### src/rtl/display_scheduler.sv
// Chooses what the four-digit seven-segment driver shows: main content, a timed message overlay, or a blank gap.
// Also generates the blink phase applied to main content.
module display_scheduler #(
  parameter int BLINK_TICKS = 25_000_000,
  parameter int MSG_TICKS   = 200_000_000,
  parameter int GAP_TICKS   = 10_000_000
) (
  input  logic        clk,
  input  logic        rst_n,
  input  logic [15:0] main_digits,
  input  logic        main_blink_en,
  input  logic        msg_req,
  input  logic [15:0] msg_digits,
  input  logic        msg_cancel,
  output logic        msg_ack,
  output logic        msg_busy,
  output logic [3:0]  digit0,
  output logic [3:0]  digit1,
  output logic [3:0]  digit2,
  output logic [3:0]  digit3,
  output logic        blink
);

  localparam int BW = (BLINK_TICKS > 1) ? $clog2(BLINK_TICKS) : 1;
  localparam int MW = (MSG_TICKS > 1) ? $clog2(MSG_TICKS) : 1;
  localparam int GW = (GAP_TICKS > 1) ? $clog2(GAP_TICKS) : 1;
  localparam logic [BW-1:0] BLINK_MAX = BW'(BLINK_TICKS - 1);
  localparam logic [MW-1:0] MSG_MAX   = MW'(MSG_TICKS - 1);
  localparam logic [GW-1:0] GAP_MAX   = GW'(GAP_TICKS - 1);
  localparam logic [15:0]   BLANK     = 16'hFFFF;

  typedef enum logic [1:0] {MAIN, MSG, GAP} state_e;

  state_e        state_q, state_d;
  logic [MW-1:0] msg_tmr_q, msg_tmr_d;
  logic [GW-1:0] gap_tmr_q, gap_tmr_d;
  logic [BW-1:0] blink_cnt_q, blink_cnt_d;
  logic          blink_phase_q, blink_phase_d;
  logic [15:0]   digits_q, digits_d;
  logic          ack_q, ack_d;
  logic          busy_q, busy_d;
  logic          blink_q, blink_d;

  always_ff @(posedge clk or negedge rst_n) begin
    if (!rst_n) begin
      state_q       <= MAIN;
      msg_tmr_q     <= '0;
      gap_tmr_q     <= '0;
      blink_cnt_q   <= '0;
      blink_phase_q <= 1'b0;
      digits_q      <= '0;
      ack_q         <= 1'b0;
      busy_q        <= 1'b0;
      blink_q       <= 1'b0;
    end else begin
      state_q       <= state_d;
      msg_tmr_q     <= msg_tmr_d;
      gap_tmr_q     <= gap_tmr_d;
      blink_cnt_q   <= blink_cnt_d;
      blink_phase_q <= blink_phase_d;
      digits_q      <= digits_d;
      ack_q         <= ack_d;
      busy_q        <= busy_d;
      blink_q       <= blink_d;
    end
  end

  // Outputs are registered from next-state values so an accepted request shows from the same edge.
  // While in MSG, digits_q itself holds the latched message.
  always_comb begin
    state_d   = state_q;
    msg_tmr_d = msg_tmr_q;
    gap_tmr_d = gap_tmr_q;
    digits_d  = digits_q;
    ack_d     = 1'b0;
    unique case (state_q)
      MAIN: begin
        if (msg_req) begin
          state_d   = MSG;
          msg_tmr_d = '0;
          ack_d     = 1'b1;
          digits_d  = msg_digits;
        end else begin
          digits_d  = main_digits;
        end
      end
      MSG: begin
        if (msg_cancel || (!msg_req && msg_tmr_q == MSG_MAX)) begin
          state_d   = GAP;
          msg_tmr_d = '0;
          gap_tmr_d = '0;
          digits_d  = BLANK;
        end else if (msg_req) begin
          msg_tmr_d = '0;
          ack_d     = 1'b1;
          digits_d  = msg_digits;
        end else begin
          msg_tmr_d = msg_tmr_q + 1'b1;
        end
      end
      GAP: begin
        if (gap_tmr_q == GAP_MAX) begin
          state_d   = MAIN;
          gap_tmr_d = '0;
          digits_d  = main_digits;
        end else begin
          gap_tmr_d = gap_tmr_q + 1'b1;
          digits_d  = BLANK;
        end
      end
      default: begin
        state_d  = MAIN;
        digits_d = main_digits;
      end
    endcase
  end

  // Blink generator is free-running while enabled and held at zero otherwise, so each enable opens visible.
  always_comb begin
    blink_cnt_d   = '0;
    blink_phase_d = 1'b0;
    if (main_blink_en) begin
      if (blink_cnt_q == BLINK_MAX) begin
        blink_cnt_d   = '0;
        blink_phase_d = ~blink_phase_q;
      end else begin
        blink_cnt_d   = blink_cnt_q + 1'b1;
        blink_phase_d = blink_phase_q;
      end
    end
  end

  always_comb begin
    busy_d  = (state_d != MAIN);
    blink_d = (state_d == MAIN) && main_blink_en && blink_phase_q;
  end

  assign msg_ack  = ack_q;
  assign msg_busy = busy_q;
  assign blink    = blink_q;
  assign digit0   = digits_q[3:0];
  assign digit1   = digits_q[7:4];
  assign digit2   = digits_q[11:8];
  assign digit3   = digits_q[15:12];

endmodule

### config.mk
export PLATFORM = sky130hd
export DESIGN_NAME = display_scheduler
export DESIGN_NICKNAME = d
export VERILOG_FILES = /design/src/rtl/display_scheduler.sv
export SDC_FILE = /design/constraint.sdc
export NUM_CORES = 1
export LEC_CHECK = 0
export ABC_AREA = 1
export CAP_MARGIN = 20
export CORE_ASPECT_RATIO = 1.75
export CORE_UTILIZATION = 55
export CTS_CLUSTER_SIZE = 8
export DETAILED_ROUTE_END_ITERATION = 16
export PLACE_DENSITY_LB_ADDON = 0.15
export SYNTH_ARGS = -nofsm -noshare
export SYNTH_HDL_FRONTEND = slang
export SYNTH_SLANG_ARGS = --single-unit
### constraint.sdc
create_clock -name clk -period 2.3 [get_ports clk]
set_input_delay 0.23 -clock clk [delete_from_list [all_inputs] [get_ports clk]]
set_output_delay 0.23 -clock clk [all_outputs]
set_load 0.01 [all_outputs]
* After elaboration in Yosys (flattened, before gate mapping)
Cells that the tools add are included.
Widths: inputs -> output; s select.
** Word-level totals
- Flip-flop bits (word level) :: 99
- Bits of input ports :: 37
- Output and inout port bits :: 19
- Logic and storage cells :: 57
** Operators by class
- $add $sub $neg :: 3
- Equality and inequality tests :: 9
- Muxes and demuxes :: 23
- Bitwise logic cells :: 1
- Reductions and logical operators :: 12
** Operators with widths (count)
- $mux 28 :: 3
- $mux 16 :: 4
- $pmux 28 s2 :: 1
- $mux 25 :: 2
- $mux 24 :: 2
- $pmux 16 s3 :: 1
- $pmux 24 s2 :: 1
- $add 28x1->28 const B :: 1
- $eq 28x28->1 const B :: 1
- $add 25x1->25 const B :: 1
- $eq 25x25->1 const B :: 1
- $add 24x1->24 const B :: 1
- $eq 24x24->1 const B :: 1
- $mux 2 :: 3
- $pmux 2 s3 :: 1
- $reduce_bool 2->1 :: 3
- $logic_not 2->1 :: 2
- $mux 1 :: 4
- $ne 2x2->1 const B :: 2
- $reduce_and 2->1 :: 2
- $logic_and 1x1->1 :: 3
- $ne 3x3->1 const B :: 1
- $eq 2x1->1 const B :: 1
- $eq 2x2->1 const B :: 1
- 5 further kinds :: 5

* Depth between registers and ports, before layout
- Depth in word-level cells :: 8
- Depth in mapped cells :: 13

* Worst setup path before layout
No wires, ideal clock.
- Kind :: register to register
- Start point :: register msg_tmr_q[0]
- End point :: register gap_tmr_q[3]
- Arrival time :: 1.549 ns
- Path slack :: 0.622 ns
- Stages on the path, launching flop included :: 13
- Clock period less this slack :: 1.678 ns
- Cells stage by stage :: dfrtp_1 -> ha_1 -> inv_1 -> nor2_1 -> nand2_1 -> nor2_2 -> nand2_2 -> nand2_4 -> nand2_4 -> buf_6 -> nand2_4 -> buf_4 -> o21ai_0
** On the way
- Word-level cells in the longest chain between the ends :: 5
** Ends and longest elaborated chain
- start: declaration :: RTL line 35 : logic [MW-1:0] msg_tmr_q, msg_tmr_d;
- start signal: assignment :: RTL line 57 : msg_tmr_q <= msg_tmr_d;
- $eq 28x28->1 :: RTL line 88 : if (msg_cancel || (!msg_req && msg_tmr_q == MSG_MAX)) begin
- $logic_and 1x1->1 :: RTL line 88
- $logic_or 1x1->1 :: RTL line 88
- $ne 2x2->1 (no source line)
- $reduce_and 2->1 (no source line)
- end signal: assignment :: RTL line 58 : gap_tmr_q <= gap_tmr_d;
- end: declaration :: RTL line 36 : logic [GW-1:0] gap_tmr_q, gap_tmr_d;
No other way between the ends.
A chain may end at the register's enable or synchronous reset.

* Final worst setup path
- Start point :: register gap_tmr_q[0]
- End point :: register gap_tmr_q[15]
** On the way
- Word-level cells in the longest chain between the ends :: 3
- Elaborated cells on any way between the ends :: 4
- Those cells by class :: add/sub: 1; eq/ne: 1; mux: 2
** Ends and longest elaborated chain
- $add 24x1->24 or $eq 24x24->1 (tied branches) :: RTL line 107, 102
- $mux 24 (*) :: RTL line 102 : if (gap_tmr_q == GAP_MAX) begin
- $pmux 24 s2 (*) :: RTL line 76 : unique case (state_q)
Every way passes the cells marked *; elsewhere a longest branch is shown, timed or not.

==> metrics.cfg <==
[outcome]
status=finished, final reports clean

[place]
place.gp.congestion=0.9508
dp_hpwl_um=11570
place_area_um2=6684
port_buffers=55
dp_cells=1040
dp_slack_ns=0.2449

[die]
die_w_um=81.04
core_area_um2=10700
rows=50
die_h_um=140.3
start_util=0.5621
die_area_um2=11370
io_pins=56

[sta]
rsz0062_at_grt=false
finClkSkew_ns=0.01280
drv_slew=0
period_minus_slack_ns=2.020
fin_setup_tns_ns=0
finalHoldViolCount=0
setup_viol=0
fin_ws_ns=0.2800
worst_slew_pin_slew_ns=0.5372
relSlewSlack=0.6391
max_clock_freq_mhz=495.1
fin_crit_sh=0.8783

[cts]
htree_levels=3
cts_tree=built
clock_latency_ns=0.35
cts_buffers=9
clockBufferDepth=2
numClockSinks=99
ctsRootBufferMaster=clkbuf_16
clkTransAtPathRegs_ns=0.07
post_cts_buffers=0

[power]
switching_share=0.2082
p_per_area_nw_per_um2=517.3
intPower_w=0.002884
leakagePower_nw=2.953
clock_power_share=0.479
vdd_ir_drop_max_v=0.0003968
power_frac_comb=0.039
seqPwrFrac=0.481
p_switching_w=0.0007582
power.total_w=0.003642

[hold_path]
hold_path.class=primary input to asynchronous set/reset pin

[global_routing]
antenna_found_initial=0
track_usage=0.2944
grt_pass1_vias=5783
overflow=0
grt_max_degree=54
grt_pass1_wl_um=25960

[layout]
final_common_cell=nand2_1
syn_to_final_growth_pct=17.08
num_antenna_cells=0
drive_above_1_share=0.05933
fin_cells=1057
nFillCells=954
layout_common_cells=nand2_1 (221), nor2_1 (176), dfrtp_1 (99), inv_1 (92), nand3_1 (77)
fin_area_um2=7041
fin_nets=962

[critical_path]
r2r-end=gap_tmr_q[15]
cp.required_ns=2.53
end_kind=register
r2r_cells=10
worstSetupStartpointType=register
crit_fanout=9
rrSetupSlack_ns=0.28
cp.arrival_ns=2.25
crit_type=register to register
r2r_start=gap_tmr_q[0]

[synthesis]
ys_ff_latch=99
synth_area_um2=6013
synth-main-ff-cell=dfrtp_1
synthTopCellsByArea=dfrtp_1 (41%), nand2_1 (14%), nor2_1 (11%)
synth-seq-area-share=0.4120
synth_top_area_share=0.4120
synthArstFlopShare=1.000
ys_types=37
yosys.area.top_type=dfrtp_1
syn_area_per_cell_um2=6.984
synth_cells=861
ys.warnings.count=0
synth_edf_count=0
syn_nets=901

[routing]
drc=0
postRouteAntennaNets=0
drt_iter0_drc=341
vias=5793
via_per_inst=5.481
detail_route.wl_per_cell_um=14.66
routed_wl_um=15500
dr.pass1.iters=6

[flow_run]
drv_cap=0

## flip-flops by register name (all words and copies together) (netlist names)
name and cells:
msg_tmr_q 28, blink_cnt_q 25, gap_tmr_q 24, digits_q 16
state_q 2, blink 1, blink_phase_q 1, msg_ack 1
msg_busy 1
## through the flow
stage | hold slack, ns | utilization
after floorplan | -0.06559 | -
after global placement | 0.09596 | 0.6248
after detailed placement | 0.09750 | 0.6248
after CTS | 0.2652 | 0.6578
after global routing | 0.2945 | 0.6581
final | 0.2709 | 0.6581
## Yosys cell counts, types with 2 or more instances
| library cell | count |
|---|---|
| inv_1 | 92 |
| nand2_1 | 221 |
| buf_6 | 3 |
| o211ai_1 | 2 |
| nor3b_1 | 3 |
| nor2_1 | 176 |
| dfrtp_1 | 99 |
| ha_1 | 3 |
| inv_2 | 2 |
| buf_4 | 3 |
| xnor2_1 | 7 |
| nand2_4 | 3 |
| xor2_1 | 19 |
| nor4_1 | 2 |
| clkbuf_8 | 4 |
| nand2_2 | 5 |
| clkbuf_1 | 7 |
| nor2_2 | 5 |
| nor3_1 | 36 |
| a21oi_1 | 10 |
| a31oi_1 | 2 |
| o22ai_1 | 5 |
| o21ai_0 | 31 |
| nand3b_1 | 3 |
| nand4_1 | 22 |
| o21ai_1 | 2 |
| nand3_2 | 8 |
| nand3_1 | 77 |
## worst max path at each step
stage	start	to	slack (ns)
global placement	gap_tmr_q[0]	digits_q[3]	0.28
finish	gap_tmr_q[0]	gap_tmr_q[15]	0.28
floorplan	msg_tmr_q[0]	gap_tmr_q[3]	0.62
detailed placement	gap_tmr_q[0]	digits_q[5]	0.24
global route	gap_tmr_q[0]	gap_tmr_q[12]	0.05
CTS	gap_tmr_q[0]	digits_q[5]	0.24
## what timing repair did
action	4_1_cts	5_1_grt
resized for setup	0	1
endpoints found under the setup margin	0	1
hold endpoints to repair	12	0
hold buffers	1	0
## cells by family after synthesis
| family | count (synthesis) | share of synthesized area |
|---|---|---|
| XOR/XNOR | 26 | 0.03787 |
| adder cells (fa/ha/maj) | 3 | 0.006243 |
| AO/OA/AOI/OAI | 54 | 0.04807 |
| buffers and inverters | 114 | 0.08635 |
| AND/OR/NAND/NOR | 565 | 0.4095 |
| flip-flops | 99 | 0.4120 |
## area by class of cell
cell class,instances,area [um2],area share
Multi-Input combinational cell,648,3017,0.4285
Sequential cell,99,2477,0.3519
Timing Repair Buffer,69,684.4,0.09721
Inverter,95,356.6,0.05065
Clock buffer,10,229.0,0.03252
Tap cell,130,162.7,0.02310
Clock inverter,6,113.9,0.01617
## critical path, stage by stage, from the launching register on
cell and delay [ns]:
dfrtp_1 0.43, ha_1 0.28, nand3_1 0.16, inv_2 0.12, nand2_2 0.09, nor2_1 0.10
nand3_1 0.09, nand2_2 0.09, clkinv_1 0.25, o21ai_0 0.19, o21ai_0 0.10
## metal layers
| layer | track usage | up-vias | share of wire |
|---|---|---|---|
| met2 | 0.5126 | 164 | 0.53 |
| met4 | 0.1635 | 0 | 0.045 |
| li1 | - | 2873 | - |
| met1 | 0.3309 | 2701 | 0.39 |
| met5 | 0 | - | 0 |
| met3 | 0.04756 | 55 | 0.032 |
## power by group through the flow
| stage | Sequential, W | Clock (W) | Combinational, W |
|---|---|---|---|
| after floorplan | 0.00178 | 0 | 0.0000349 |
| after global placement | 0.00179 | 0 | 0.000142 |
| after detailed placement | 0.00179 | 0 | 0.000145 |
| after CTS | 0.00175 | 0.00178 | 0.000147 |
| after global routing | 0.00175 | 0.00184 | 0.000163 |
| final | 0.00175 | 0.00175 | 0.000143 |
(Power assumes the default switching activity.)
